## src/rtl/bcd_display_scan_pkg.sv

```systemverilog
`default_nettype none
// +----------------------------------------------------------------------------+
// | Module   : bcd_display_scan_pkg                                            |
// | Purpose  : Shared BCD digit type and seven-segment patterns (gfedcba, low). |
// | Revision : 1.0 - initial release                                           |
// +----------------------------------------------------------------------------+
package bcd_display_scan_pkg;

  typedef logic [3:0] digit_t;

  localparam logic [6:0] SEG_0     = 7'b1000000;
  localparam logic [6:0] SEG_1     = 7'b1111001;
  localparam logic [6:0] SEG_2     = 7'b0100100;
  localparam logic [6:0] SEG_3     = 7'b0110000;
  localparam logic [6:0] SEG_4     = 7'b0011001;
  localparam logic [6:0] SEG_5     = 7'b0010010;
  localparam logic [6:0] SEG_6     = 7'b0000010;
  localparam logic [6:0] SEG_7     = 7'b1111000;
  localparam logic [6:0] SEG_8     = 7'b0000000;
  localparam logic [6:0] SEG_9     = 7'b0010000;
  localparam logic [6:0] SEG_DASH  = 7'b0111111;
  localparam logic [6:0] SEG_BLANK = 7'b1111111;

endpackage
`default_nettype wire

```

## src/rtl/bcd_display_scan_bcd_to_seg7.sv

```systemverilog
`default_nettype none
// +----------------------------------------------------------------------------+
// | Module   : bcd_to_seg7                                                     |
// | Purpose  : Combinational BCD nibble to active-low segment decoder.          |
// | Revision : 1.0 - initial release                                           |
// +----------------------------------------------------------------------------+
module bcd_to_seg7
  import bcd_display_scan_pkg::*;
(
  input  digit_t     i_digit,
  output logic [6:0] o_seg_n
);

  always_comb begin
    o_seg_n = SEG_DASH;
    case (i_digit)
      4'd0:    o_seg_n = SEG_0;
      4'd1:    o_seg_n = SEG_1;
      4'd2:    o_seg_n = SEG_2;
      4'd3:    o_seg_n = SEG_3;
      4'd4:    o_seg_n = SEG_4;
      4'd5:    o_seg_n = SEG_5;
      4'd6:    o_seg_n = SEG_6;
      4'd7:    o_seg_n = SEG_7;
      4'd8:    o_seg_n = SEG_8;
      4'd9:    o_seg_n = SEG_9;
      default: o_seg_n = SEG_DASH;
    endcase
  end

endmodule
`default_nettype wire

```

## src/rtl/bcd_display_scan.sv

```systemverilog
`default_nettype none
// +----------------------------------------------------------------------------+
// | Module   : bcd_display_scan                                                |
// | Purpose  : Multiplexed BCD seven-segment scanner with shadow latch and     |
// |            sticky illegal-digit flag. BCD_SCAN_LZ_BLANK_EN enables         |
// |            leading-zero blanking.                                          |
// | Revision : 1.0 - initial release                                           |
// +----------------------------------------------------------------------------+
module bcd_display_scan
  import bcd_display_scan_pkg::*;
#(
  parameter int NUM_DIGITS  = 4,
  parameter int REFRESH_DIV = 1000
) (
  input  logic                    clk,
  input  logic                    rstn,
  input  logic                    load,
  input  logic [4*NUM_DIGITS-1:0] digits_in,
  output logic [6:0]              seg_n,
  output logic [NUM_DIGITS-1:0]   an_n,
  output logic                    err
);

  localparam int IDX_W = (NUM_DIGITS > 1) ? $clog2(NUM_DIGITS) : 1;
  localparam int CNT_W = $clog2(REFRESH_DIV);
  localparam logic [CNT_W-1:0] CNT_MAX = CNT_W'(REFRESH_DIV - 1);
  localparam logic [IDX_W-1:0] IDX_MAX = IDX_W'(NUM_DIGITS - 1);

  logic [4*NUM_DIGITS-1:0] r_shadow;
  logic [CNT_W-1:0]        r_cnt;
  logic [IDX_W-1:0]        r_idx;
  logic [6:0]              r_seg_n;
  logic [NUM_DIGITS-1:0]   r_an_n;
  logic                    r_err;

  digit_t                  w_digit;
  logic [6:0]              w_seg_dec;
  logic [NUM_DIGITS-1:0]   w_bad;
  logic                    w_lz_blank;
  logic                    w_blank;

  generate
    for (genvar g = 0; g < NUM_DIGITS; g++) begin : g_bad
      assign w_bad[g] = (r_shadow[4*g +: 4] > 4'd9);
    end
  endgenerate

`ifdef BCD_SCAN_LZ_BLANK_EN
  // w_upper_zero[g]: nibble g and every nibble above it are zero.
  logic [NUM_DIGITS-1:0] w_upper_zero;
  generate
    for (genvar g = 0; g < NUM_DIGITS; g++) begin : g_lz
      if (g == NUM_DIGITS - 1) begin : g_top
        assign w_upper_zero[g] = (r_shadow[4*g +: 4] == 4'd0);
      end else begin : g_mid
        assign w_upper_zero[g] = (r_shadow[4*g +: 4] == 4'd0) && w_upper_zero[g+1];
      end
    end
  endgenerate
  assign w_lz_blank = (r_idx != '0) && w_upper_zero[r_idx];
`else
  assign w_lz_blank = 1'b0;
`endif

  assign w_digit = r_shadow[4*int'(r_idx) +: 4];
  assign w_blank = (r_cnt == '0) || w_lz_blank;

  bcd_to_seg7 u_dec (
    .i_digit (w_digit),
    .o_seg_n (w_seg_dec)
  );

  always_ff @(posedge clk) begin
    if (!rstn) begin
      r_shadow <= '0;
      r_cnt    <= '0;
      r_idx    <= '0;
      r_seg_n  <= SEG_BLANK;
      r_an_n   <= '1;
      r_err    <= 1'b0;
    end else begin
      if (load) begin
        r_shadow <= digits_in;
      end
      if (r_cnt == CNT_MAX) begin
        r_cnt <= '0;
        r_idx <= (r_idx == IDX_MAX) ? '0 : r_idx + 1'b1;
      end else begin
        r_cnt <= r_cnt + 1'b1;
      end
      r_err <= r_err | (|w_bad);
      // Outputs trail the scan state by one cycle; blank slots gate both buses.
      if (w_blank) begin
        r_seg_n <= SEG_BLANK;
        r_an_n  <= '1;
      end else begin
        r_seg_n <= w_seg_dec;
        r_an_n  <= ~(NUM_DIGITS'(1) << r_idx);
      end
    end
  end

  assign seg_n = r_seg_n;
  assign an_n  = r_an_n;
  assign err   = r_err;

endmodule
`default_nettype wire

```

## config.mk

```make
export PLATFORM = sky130hd
export DESIGN_NAME = bcd_display_scan
export DESIGN_NICKNAME = d
export VERILOG_FILES = /design/src/rtl/bcd_display_scan_pkg.sv /design/src/rtl/bcd_display_scan_bcd_to_seg7.sv /design/src/rtl/bcd_display_scan.sv
export SDC_FILE = /design/constraint.sdc
export NUM_CORES = 1
export LEC_CHECK = 0
export ABC_AREA = 1
export CAP_MARGIN = 20
export CORE_MARGIN = 2
export CORE_UTILIZATION = 54
export CTS_BUF_LIST = sky130_fd_sc_hd__clkbuf_4 sky130_fd_sc_hd__clkbuf_8
export DETAILED_ROUTE_END_ITERATION = 8
export PLACE_DENSITY = 0.91
export REMOVE_ABC_BUFFERS = 1
export SLEW_MARGIN = 20
export SYNTH_ARGS = -nofsm -noshare
export SYNTH_HDL_FRONTEND = slang
export SYNTH_SLANG_ARGS = --single-unit
```

## constraint.sdc

```tcl
create_clock -name clk -period 1.97 [get_ports clk]
set_input_delay 0.197 -clock clk [delete_from_list [all_inputs] [get_ports clk]]
set_output_delay 0.197 -clock clk [all_outputs]
set_load 0.005 [all_outputs]
```

==> results.sh <==
export IMPL_synthAdderAreaFrac=0.0745
export IMPL_drive_above_1_share=0.100
export IMPL_post_cts_setup_buffers=0
export IMPL_final_setup_tns_ns=0
export IMPL_hp_class="in -> reg"
export IMPL_place_congestion=0.907
export IMPL_slowest_stage="dfxtp_1"
export IMPL_cts_buffers=5
export IMPL_max_cap_viol_count=0
export IMPL_fillCellCount=290
export IMPL_synthCells=245
export IMPL_r2r_slack_ns=0.32
export IMPL_max_slew_margin=0.705
export IMPL_antenna_cells=0
export IMPL_die_height_um=62.5
export IMPL_slowest_delay_ns=0.48
export IMPL_nets=310
export IMPL_worstPathMaxFanout=10
export IMPL_via_per_inst=5.01
export IMPL_muxShareOfSynthArea=0
export IMPL_worstPathArrival_ns=1.87
export IMPL_die_area_um2=3900
export IMPL_synth_compound_area_frac=0.0955
export IMPL_std_cell_rows=21
export IMPL_synthToLayoutAreaGrowth_pct=21.7
export IMPL_hold_viol=0
export IMPL_skew_ns=0.0171
export IMPL_postPlaceCellArea_um2=2200
export IMPL_clockBufferDepth=2
export IMPL_cts_max_level=2
export IMPL_fin_util=0.679
export IMPL_period_minus_slack_ns=1.65
export IMPL_stdcell_area_um2=2250
export IMPL_cts_clk_slew_worst_paths_ns=0.11
export IMPL_synth_top_family_by_area="simple AND/OR/NAND/NOR gates"
export IMPL_drtPass1Iterations=4
export IMPL_drtAntennaViolNets=0
export IMPL_synthSimpleGateAreaFrac=0.325
export IMPL_grt_max_degree=18
export IMPL_synth_xor_xnor_area_share=0.00949
export IMPL_timing_fmax_mhz=605
export IMPL_cts_tree="done"
export IMPL_critPathKind="reg -> reg"
export IMPL_peakVddDrop_v=0.000470
export IMPL_powerDensity_nw_per_um2=656
export IMPL_avgRoutedWirePerCell_um=10.5
export IMPL_avgSynthCellArea_um2=7.54
export IMPL_rsz0062_at_grt="false"
export IMPL_grt_pass1_wl_um=6400
export IMPL_grt_use_total=0.200
export IMPL_synth_warnings=0
export IMPL_synth_seq_cells=40
export IMPL_status="finished, final reports clean"
export IMPL_cts_hold_buf=0
export IMPL_dieWidth_um=62.5
export IMPL_drv_slew=0
export IMPL_finalCritPeriodShare=0.839
export IMPL_syn_area_um2=1850
export IMPL_cts_resized=0
export IMPL_antenna_found_initial=0
export IMPL_drt_iter0_drc=91
export IMPL_setup_viol=0
export IMPL_worst_slew_pin_slew_ns=0.442
export IMPL_timing_critical_path_mode_cell="nand3_1"
export IMPL_start_util=0.558
export IMPL_worstPathCellList="inv_2, nand2_1, nand3_1, nand2_1, inv_1, ha_1, inv_1, nand3_1, nand3_1, nand3_1"
export IMPL_fp_coreArea_um2=3310
export IMPL_crit_path_start_kind="flip-flop"
export IMPL_drc=0
export IMPL_ioPinCount=31
export IMPL_cp_end_kind="flip-flop"
export IMPL_dpl_hpwl_um=2690
export IMPL_grt_pass1_vias=1509
export IMPL_synth_seq_area_share=0.434
export IMPL_p_leak_nw=0.973
export IMPL_num_vias=1632
export IMPL_hold_slack_ns=0.430
export IMPL_ys_types=25
export IMPL_worstPathRequired_ns=2.18
export IMPL_cts_root_buf="clkbuf_4"
export IMPL_cts_sinks=40
export IMPL_clk_insertion_delay_late_ns=0.34
export IMPL_overflow=0
export IMPL_placement_io_buffers=30
export IMPL_wirelength_um=3430
## final cells by class
| class | count | area (um^2) | share of cell area |
|---|---|---|---|
| repair buffers | 33 | 323 | 0.144 |
| well taps | 46 | 57.6 | 0.0256 |
| clock inverters | 1 | 5.00 | 0.00223 |
| multi-input cells | 177 | 931 | 0.414 |
| flip-flops and latches | 40 | 801 | 0.356 |
| inverters | 23 | 86.3 | 0.0384 |
| clock buffers | 6 | 45.0 | 0.0200 |
## worst paths after layout
path	start	depth (start not counted)	to
setup / recovery	r_idx[0]$_SDFFE_PN0N_	10	seg_n[5]$_SDFF_PP1_
hold / removal	digits_in[5]	3	r_shadow[5]$_SDFFE_PN0P_
setup reg to reg	r_idx[0]$_SDFFE_PN0N_	10	seg_n[5]$_SDFF_PP1_
hold reg to reg	r_cnt[0]$_SDFF_PP0_	1	r_cnt[0]$_SDFF_PP0_
## through the flow
step	std cells	setup slack [ns]	total power, mW
floorplan	240	0.406	1.00
global placement	319	0.449	1.11
detailed placement	319	0.360	1.12
CTS	326	0.316	1.49
global route	326	0.111	1.57
finish	326	0.317	1.47
## kinds of logic after synthesis
family,Yosys count
flip-flops,40
AO/OA/AOI/OAI,32
XOR/XNOR,2
AND/OR/NAND/NOR,132
adder cells (fa/ha/maj),11
buffers and inverters,28
## sequential cells by signal, summed over array words and instances, names as in the netlist
signal / cells
an_n: 4
err: 1
r_cnt: 10
r_idx: 2
r_shadow: 16
seg_n: 7
## where the power goes
| group | switching [mW] | internal (mW) | leakage, nW | total (mW) |
|---|---|---|---|---|
| registers | 0.0259 | 0.856 | 0.329 | 0.882 |
| logic | 0.104 | 0.114 | 0.612 | 0.218 |
| clock network | 0.230 | 0.145 | 0.0315 | 0.375 |
## cells in the final DEF, fill, tap and decap left out
| master | synthesis | routed |
|---|---|---|
| nor2_1 | 50 | 50 |
| nand2_1 | 41 | 41 |
| dfxtp_1 | 40 | 40 |
| clkdlybuf4s50_1 | 0 | 30 |
| o21ai_0 | 25 | 25 |
| nand3_1 | 23 | 23 |
| inv_1 | 18 | 18 |
| ha_1 | 11 | 11 |
| nand2_2 | 7 | 7 |
| clkbuf_4 | 0 | 6 |
| inv_2 | 5 | 5 |
| a21oi_1 | 4 | 4 |
| buf_4 | 0 | 3 |
| nand3_4 | 2 | 2 |
| xor2_1 | 2 | 2 |
| nor3_1 | 2 | 2 |
| nand4_1 | 2 | 2 |
| nand3b_1 | 1 | 1 |
| o21ai_4 | 1 | 1 |
| nor2_2 | 1 | 1 |
| o21a_1 | 1 | 1 |
| and2_1 | 1 | 1 |
| nand3_2 | 1 | 1 |
| nand2_4 | 1 | 1 |
| o21bai_1 | 1 | 1 |
| clkinv_2 | 0 | 1 |
## per-layer routing
layer,GRT usage,wire length [um]
met5,0,0
met4,0.0722,43
met3,0.0450,119
met2,0.333,1610
met1,0.255,1650
## worst max-delay path: cells and delay by family (launching register included)
kind,cells,cell delay [ns]
adder cells (fa/ha/maj),1,0.19
buffers and inverters,3,0.29
AND/OR/NAND/NOR,6,0.57
flip-flops,1,0.48
## synthesized netlist by cell type
cell type | number | area share
nor3_1 | 2 | 0.0054
nand3b_1 | 1 | 0.0041
and2_1 | 1 | 0.0034
nand4_1 | 2 | 0.0068
o21ai_4 | 1 | 0.0088
a21oi_1 | 4 | 0.011
xor2_1 | 2 | 0.0095
clkbuf_1 | 2 | 0.0041
nand3_4 | 2 | 0.019
inv_2 | 5 | 0.010
nand2_1 | 41 | 0.083
ha_1 | 11 | 0.075
o21ai_0 | 25 | 0.068
buf_6 | 1 | 0.0061
nand3_1 | 23 | 0.062
inv_1 | 18 | 0.037
nand2_2 | 7 | 0.024
o21bai_1 | 1 | 0.0041
buf_2 | 2 | 0.0054
dfxtp_1 | 40 | 0.43
nand3_2 | 1 | 0.0054
nor2_2 | 1 | 0.0034
o21a_1 | 1 | 0.0041
nor2_1 | 50 | 0.10
nand2_4 | 1 | 0.0061
No activity file was read; power rests on OpenSTA's default activity.
